<file path="config.mk">
export PLATFORM = sky130hd
export DESIGN_NAME = dls_fault_manager
export DESIGN_NICKNAME = d
export VERILOG_FILES = /design/src/rtl/dls_fault_manager.sv
export SDC_FILE = /design/constraint.sdc
export NUM_CORES = 1
export LEC_CHECK = 0
export ABC_CLOCK_PERIOD_IN_PS = 2160
export CAP_MARGIN = 0
export CORE_ASPECT_RATIO = 1.5
export CORE_MARGIN = 4
export CORE_UTILIZATION = 44
export CTS_CLUSTER_DIAMETER = 120
export CTS_CLUSTER_SIZE = 12
export DETAILED_ROUTE_END_ITERATION = 10
export PLACE_DENSITY = 0.79
export SYNTH_ARGS = -nofsm -noshare
export SYNTH_HDL_FRONTEND = slang
export SYNTH_SLANG_ARGS = --single-unit
</file>
<file path="constraint.sdc">
create_clock -name HCLK -period 2.16 [get_ports HCLK]
set_input_delay 0.324 -clock HCLK [delete_from_list [all_inputs] [get_ports HCLK]]
set_output_delay 0.324 -clock HCLK [all_outputs]
set_load 0.1 [all_outputs]
</file>
<file path="src/rtl/dls_fault_manager.sv">
// Lockstep fault manager: debounces DLS comparator mismatches into a latched fault,
// blanks the registered pixel path while faulted and keeps error/fault statistics.
module dls_fault_manager #(
    parameter int THRESHOLD = 3,
    parameter int CNT_W     = 16
) (
    input  logic             HCLK,
    input  logic             HRESET,
    input  logic             DLS_ERROR,
    input  logic             HSYNC,
    input  logic             VSYNC,
    input  logic [7:0]       RGB,
    input  logic             CLEAR,
    output logic             HSYNC_OUT,
    output logic             VSYNC_OUT,
    output logic [7:0]       RGB_OUT,
    output logic             FAULT,
    output logic             FAULT_IRQ,
    output logic [CNT_W-1:0] ERR_COUNT,
    output logic [7:0]       FAULT_COUNT
);

    typedef enum logic [1:0] {
        S_MONITOR = 2'd0,
        S_SUSPECT = 2'd1,
        S_FAULT   = 2'd2
    } state_t;

    localparam logic [8:0]       THR     = 9'(THRESHOLD);
    localparam logic [CNT_W-1:0] ERR_MAX = '1;

    state_t           r_state;
    state_t           w_state_next;
    logic [7:0]       r_run;
    logic [7:0]       w_run_next;
    logic [8:0]       w_run_inc;

    logic             r_hsync;
    logic             r_vsync;
    logic [7:0]       r_rgb;
    logic             r_fault;
    logic             r_irq;
    logic [CNT_W-1:0] r_err_cnt;
    logic [7:0]       r_fault_cnt;

    logic             w_enter_fault;
    logic             w_fault_next;
    logic [7:0]       w_rgb_next;
    logic [CNT_W-1:0] w_err_cnt_next;
    logic [7:0]       w_fault_cnt_next;

    // State register
    always_ff @(posedge HCLK) begin
        if (HRESET) begin
            r_state <= S_MONITOR;
            r_run   <= 8'd0;
        end else begin
            r_state <= w_state_next;
            r_run   <= w_run_next;
        end
    end

    // Widened so RUN+1 never wraps before the threshold compare
    assign w_run_inc = {1'b0, r_run} + 9'd1;

    // Next-state logic
    always_comb begin
        w_state_next = r_state;
        w_run_next   = r_run;
        case (r_state)
            S_MONITOR: begin
                w_run_next = 8'd0;
                if (DLS_ERROR) begin
                    if (THRESHOLD == 1) begin
                        w_state_next = S_FAULT;
                    end else begin
                        w_state_next = S_SUSPECT;
                        w_run_next   = 8'd1;
                    end
                end
            end
            S_SUSPECT: begin
                if (DLS_ERROR) begin
                    if (w_run_inc == THR) begin
                        w_state_next = S_FAULT;
                        w_run_next   = 8'd0;
                    end else begin
                        w_run_next = w_run_inc[7:0];
                    end
                end else begin
                    w_state_next = S_MONITOR;
                    w_run_next   = 8'd0;
                end
            end
            S_FAULT: begin
                w_run_next = 8'd0;
                if (CLEAR && !DLS_ERROR) begin
                    w_state_next = S_MONITOR;
                end
            end
            default: begin
                w_state_next = S_MONITOR;
                w_run_next   = 8'd0;
            end
        endcase
    end

    // Output logic: outputs are decoded from the next state so they register on the same edge
    always_comb begin
        w_enter_fault    = (r_state != S_FAULT) && (w_state_next == S_FAULT);
        w_fault_next     = (w_state_next == S_FAULT);
        w_rgb_next       = w_fault_next ? 8'h00 : RGB;

        w_err_cnt_next   = r_err_cnt;
        if (CLEAR) begin
            w_err_cnt_next = {{(CNT_W-1){1'b0}}, DLS_ERROR};
        end else if (DLS_ERROR && (r_err_cnt != ERR_MAX)) begin
            w_err_cnt_next = r_err_cnt + 1'b1;
        end

        w_fault_cnt_next = r_fault_cnt;
        if (w_enter_fault && (r_fault_cnt != 8'hFF)) begin
            w_fault_cnt_next = r_fault_cnt + 8'd1;
        end
    end

    always_ff @(posedge HCLK) begin
        if (HRESET) begin
            r_hsync     <= 1'b1;
            r_vsync     <= 1'b1;
            r_rgb       <= 8'h00;
            r_fault     <= 1'b0;
            r_irq       <= 1'b0;
            r_err_cnt   <= '0;
            r_fault_cnt <= 8'd0;
        end else begin
            r_hsync     <= HSYNC;
            r_vsync     <= VSYNC;
            r_rgb       <= w_rgb_next;
            r_fault     <= w_fault_next;
            r_irq       <= w_enter_fault;
            r_err_cnt   <= w_err_cnt_next;
            r_fault_cnt <= w_fault_cnt_next;
        end
    end

    assign HSYNC_OUT   = r_hsync;
    assign VSYNC_OUT   = r_vsync;
    assign RGB_OUT     = r_rgb;
    assign FAULT       = r_fault;
    assign FAULT_IRQ   = r_irq;
    assign ERR_COUNT   = r_err_cnt;
    assign FAULT_COUNT = r_fault_cnt;

endmodule
</file>
==> flow_metrics.tcl, run 1 <==
set metrics [dict create \
    status "completed" \
    crit_start "r_run[1]$_SDFF_PP0_" \
    worstSetupEndpointType "flip-flop" \
    die_w_microns 64.7 \
    power.total_mw 1.56 \
    whs_ns 0.492 \
    first_pass_iters 4 \
    fp.coreArea_sq_um 4620 \
    min_path_type "reg2reg" \
    grt_first_pass_wirelength_mm 8.24 \
    ys_warn_count 0 \
    multi_input_area_sq_um 1160 \
    nNetsFinal 319 \
    wire_per_inst_microns 14.4 \
    ys_ff_latch 46 \
    pre_cts_slack_ns 0.000540 \
    numCtsBuffers 5 \
    n_fill_cell 408 \
    io_pins 50 \
    layout_common_cells "buf_4, dfxtp_1, dfxtp_2, nor2_1" \
    routabilityCongestion 0.822 \
    synth-edff-count 0 \
    max_freq_mhz 482 \
    critPathRequiredTime_ns 2.38 \
    final_cells 366 \
    first_global_vias 1892 \
    path_class "reg2reg" \
    die_area_sq_um 6020 \
    syn_nets 254 \
    ys_async_sr_fraction_pct 0 \
    final-hold-violation-count 0 \
    p_leak_nw 1.09 \
    dp_hpwl_mm 3.85 \
    synthesis.area_sq_um 2120 \
    finalSetupViolCount 0 \
    r2r-start "r_run[1]$_SDFF_PP0_" \
    maxSlewHeadroom_pct 70.8 \
    cts_tree "built" \
    clockBufferDepth 2 \
    placedCellCount 356 \
    drive_gt1_share_pct 32.1 \
    syn_area_per_cell_sq_um 9.00 \
    crit_arrival_ns 2.30 \
    critPathLaunchType "flip-flop" \
    diodes 0 \
    routed_wl_mm 5.27 \
    drv_slew 0 \
    power.density_nw_per_um2 543 \
    netlist_top_cells_area "dfxtp_1, xnor2_1, nor4b_1" \
    initial_utilization_pct 46.0 \
    path_clk_slew_ns 0.09 \
    portBuffers 49 \
    grt_usage_pct 17.0 \
    die_h_microns 93.1 \
    drt_iter0_markers 121 \
    clock-sinks 46 \
    yosysTopAreaCellShare_pct 43.4 \
    final.setup.worst_slack_ns 0.0841 \
    synthCells 236 \
    maxCapViolCount 0 \
    vdd.ir_drop.worst_v 0.000409 \
    grt.overflow.total 0 \
    clk_latency_ns 0.30 \
    ant_nets 0 \
    seq_area_sq_um 946 \
    period_needed_ns 2.08 \
    synth-seq-area-share_pct 43.4 \
    synth_area_leader_cell "dfxtp_1" \
    skew_ns 0.00881 \
    synthFlopType "dfxtp_1" \
    root_buffer "clkbuf_8" \
    tns_ns 0 \
    grt_max_degree 16 \
    final_common_cell "buf_4" \
    vias_per_cell 5.61 \
    synth.distinct_cells 40 \
    worstMarginPinSlew_ns 0.435 \
    period_share_pct 96.1 \
    path_max_fanout 7 \
    antenna_found_initial 0 \
    hold_start "r_state[0]$_SDFF_PP0_" \
    drc 0 \
    area_growth_pct 35.4 \
    htree_levels 2 \
    num_rows 30 \
    vias 2054 \
]
-- metrics by stage --
stage / utilization [%] / instance area, sq um
floorplan: - / 2150
CTS: 60.8 / 2810
detailed placement: 59.0 / 2720
global route: 62.3 / 2880
global placement: 59.0 / 2720
finish: 62.3 / 2880
-- flip-flops by register name, summed over array words and instances (netlist names) --
signal / flops
r_run: 8
ERR_COUNT: 16
VSYNC_OUT: 1
r_state: 2
RGB_OUT: 8
FAULT_COUNT: 8
FAULT: 1
HSYNC_OUT: 1
FAULT_IRQ: 1
-- cell usage after synthesis (5+ instances only) --
| library cell | instances |
|---|---|
| inv_1 | 9 |
| xnor2_1 | 12 |
| or4_1 | 6 |
| a31oi_1 | 5 |
| nand2_1 | 13 |
| a21oi_1 | 13 |
| nor4_1 | 10 |
| o21ai_0 | 6 |
| and4_1 | 5 |
| clkbuf_1 | 8 |
| o31ai_1 | 6 |
| nor2_1 | 17 |
| dfxtp_1 | 46 |
| nor3_1 | 6 |
| nor4b_1 | 9 |
| nand4_1 | 7 |
| and3_1 | 7 |
| nand3_1 | 8 |
-- worst max-delay path, cell delays in order (launching register included) --
cell	delay, ns
dfxtp_1	0.38
ha_4	0.16
and4_4	0.22
nand4_1	0.16
a211o_4	0.42
or4b_1	0.51
a21oi_1	0.15
-- kinds of logic after synthesis --
group           Yosys count  synth area share [%]
compound gates           47                  14.6
xor+xnor                 16                  6.60
fa+ha+maj                 4                  2.36
buf+inv                  22                  4.77
flops                    46                  43.4
mux                       1                 0.471
simple gates            100                  27.9
-- final cells by class --
cell class	instances	area share, %
well taps	64	2.79
repair buffers	70	19.8
clock inverters	2	0.479
flip-flops and latches	46	32.9
inverters	9	1.17
multi-input cells	169	40.3
clock buffers	6	2.52
-- report_power, final --
| group | switching (mW) | internal, mW | total (mW) |
|---|---|---|---|
| sequential | 0.00725 | 0.862 | 0.869 |
| combinational | 0.129 | 0.0581 | 0.187 |
| clock | 0.278 | 0.228 | 0.506 |
-- worst paths after layout --
kind | slack [ns] | cells after the start | endpoint
worst max-delay path | 0.08 | 6 | FAULT_COUNT[1]$_SDFFE_PP0P_
worst min-delay path | 0.49 | 1 | r_state[0]$_SDFF_PP0_
worst max register to register | 0.08 | 6 | FAULT_COUNT[1]$_SDFFE_PP0P_
worst min register to register | 0.49 | 1 | r_state[0]$_SDFF_PP0_
-- per-layer routing --
metal  track usage [%]  up-vias  routed length (microns)
met1              17.7      993                     2110
li1                  -     1010                        -
met5                 0        -                        0
met4              6.88        0                       90
met2              31.9       42                     2860
met3              3.97        9                      207
-- repair_timing --
action                                  in CTS  in global routing
resized for setup                            0                  9
hold buffers                                 0                  0
setup buffers                                0                  1
endpoints found under the setup margin       0                 17
Note: power is estimated with default switching activity, not from simulation.
==> run 2, diff against run 1 <==
--- a/constraint.sdc
+++ b/constraint.sdc
@@ -3,2 +3,2 @@
 set_output_delay 0.324 -clock HCLK [all_outputs]
-set_load 0.1 [all_outputs]
+set_load 0.05 [all_outputs]
==> flow_metrics.tcl, run 2 (same netlist as run 1, synthesis figures left out) <==
set metrics [dict create \
    crit_family "simple AND/OR/NAND/NOR gates" \
    initial_utilization_pct 46.0 \
    path_clk_slew_ns 0.09 \
    critPathMaxStageDelay_ns 0.59 \
    final-hold-violation-count 0 \
    power.density_nw_per_um2 555 \
    fp.coreArea_sq_um 4620 \
    area_growth_pct 36.2 \
    crit_buf_inv 1 \
    clockBufferDepth 2 \
    cp_slowest_cell "a2111oi_0" \
    vias 2035 \
    pre_cts_slack_ns 0.0397 \
    clock-sinks 46 \
    path_max_fanout 6 \
    die_area_sq_um 6020 \
    layout_common_cells "clkdlybuf4s50_1, dfxtp_1, nor2_1, buf_4" \
    postCtsHoldBufs 0 \
    placedCellCount 352 \
    path_class "reg2reg" \
    antenna_found_initial 0 \
    period_needed_ns 2.04 \
    period_share_pct 94.6 \
    final_cells 362 \
    numCtsBuffers 5 \
    grt_usage_pct 17.5 \
    skew_ns 0.00980 \
    min_path_type "reg2reg" \
    final_cell_area_sq_um 2890 \
    finalSetupViolCount 0 \
    die_w_microns 64.7 \
    num_rows 30 \
    first_pass_iters 4 \
    vdd.ir_drop.worst_v 0.000448 \
    routed_wl_mm 5.26 \
    drc 0 \
    htree_levels 2 \
    critPathRequiredTime_ns 2.35 \
    nNetsFinal 315 \
    clk_latency_ns 0.30 \
    worstMarginPinSlew_ns 0.593 \
    root_buffer "clkbuf_8" \
    portBuffers 49 \
    max_freq_mhz 489 \
    status "completed" \
    wire_per_inst_microns 14.5 \
    tns_ns 0 \
    ant_nets 0 \
    post-route-util_pct 62.6 \
    io_pins 50 \
    grt_first_pass_wirelength_mm 8.41 \
    critPathLaunchType "flip-flop" \
    cp_cell_sequence "and4_1 > and4_1 > buf_4 > a2111oi_0 > xnor2_1 > nor2_1" \
    drt_iter0_markers 142 \
    crit_start "ERR_COUNT[7]$_SDFFE_PP0P_" \
    routabilityCongestion 0.863 \
    diodes 0 \
    final.setup.worst_slack_ns 0.117 \
    rsz0062_at_grt "no" \
    grt.overflow.total 0 \
    die_h_microns 93.1 \
    drv_slew 0 \
    power.total_mw 1.60 \
    r2r-start "ERR_COUNT[7]$_SDFFE_PP0P_" \
    cpMostUsedCell "and4_1" \
    largest_register_ffs 16 \
    placed_area_sq_um 2750 \
    first_global_vias 1892 \
    n_fill_cell 395 \
    drive_gt1_share_pct 11.7 \
    crit_arrival_ns 2.23 \
    hold_start "r_state[0]$_SDFF_PP0_" \
    maxSlewHeadroom_pct 59.4 \
    p_leak_nw 0.998 \
    maxCapViolCount 0 \
    final_common_cell "clkdlybuf4s50_1" \
    whs_ns 0.502 \
    worstSetupEndpointType "flip-flop" \
    grt_max_degree 16 \
    cts_tree "built" \
    dp_hpwl_mm 3.76 \
    vias_per_cell 5.62 \
]
## run 2: cell types whose count changed in the layout (fill, tap and decap cells not counted), moves of 2 or more
cell,delta
buf_4,-39
clkdlybuf4s50_1,+36
dfxtp_1,+19
dfxtp_2,-19
nor4_1,+3
nor4_2,-3
clkbuf_8,+2
## run 2: layout make-up
cell class / count / area [sq um] / share of cell area, %
flip-flops and latches: 46 / 922 / 31.9
multi-input cells: 169 / 1130 / 39.2
clock buffers: 7 / 96.3 / 3.33
repair buffers: 66 / 618 / 21.4
inverters: 9 / 33.8 / 1.17
clock inverters: 1 / 8.76 / 0.303
well taps: 64 / 80.1 / 2.77
## run 2: power by group
part	switching, mW	leakage, nW	internal [mW]
sequential	0.00690	0.375	0.862
clock	0.297	0.0544	0.293
combinational	0.0829	0.569	0.0620
total	0.387	0.998	1.22
## run 2: path summary, 6_finish.rpt
path                                              endpoint  slack (ns)  depth (start not counted)
worst min-delay path                 r_state[0]$_SDFF_PP0_        0.50                          1
worst min register to register       r_state[0]$_SDFF_PP0_        0.50                          1
worst max-delay path            ERR_COUNT[15]$_SDFFE_PP0P_        0.12                          6
worst max register to register  ERR_COUNT[15]$_SDFFE_PP0P_        0.12                          6
## run 2: repair_timing
item / in CTS / in global routing
setup endpoints to repair: 0 / 8
resized for setup: 0 / 5
buffers inserted: 0 / 1
## run 2: per-layer routing
layer	GRT usage [%]	vias to the layer above	wire (microns)
met2	33.0	55	2870
met4	6.17	0	98
met5	0	-	0
li1	-	1004	-
met1	19.0	967	2070
met3	3.00	9	210
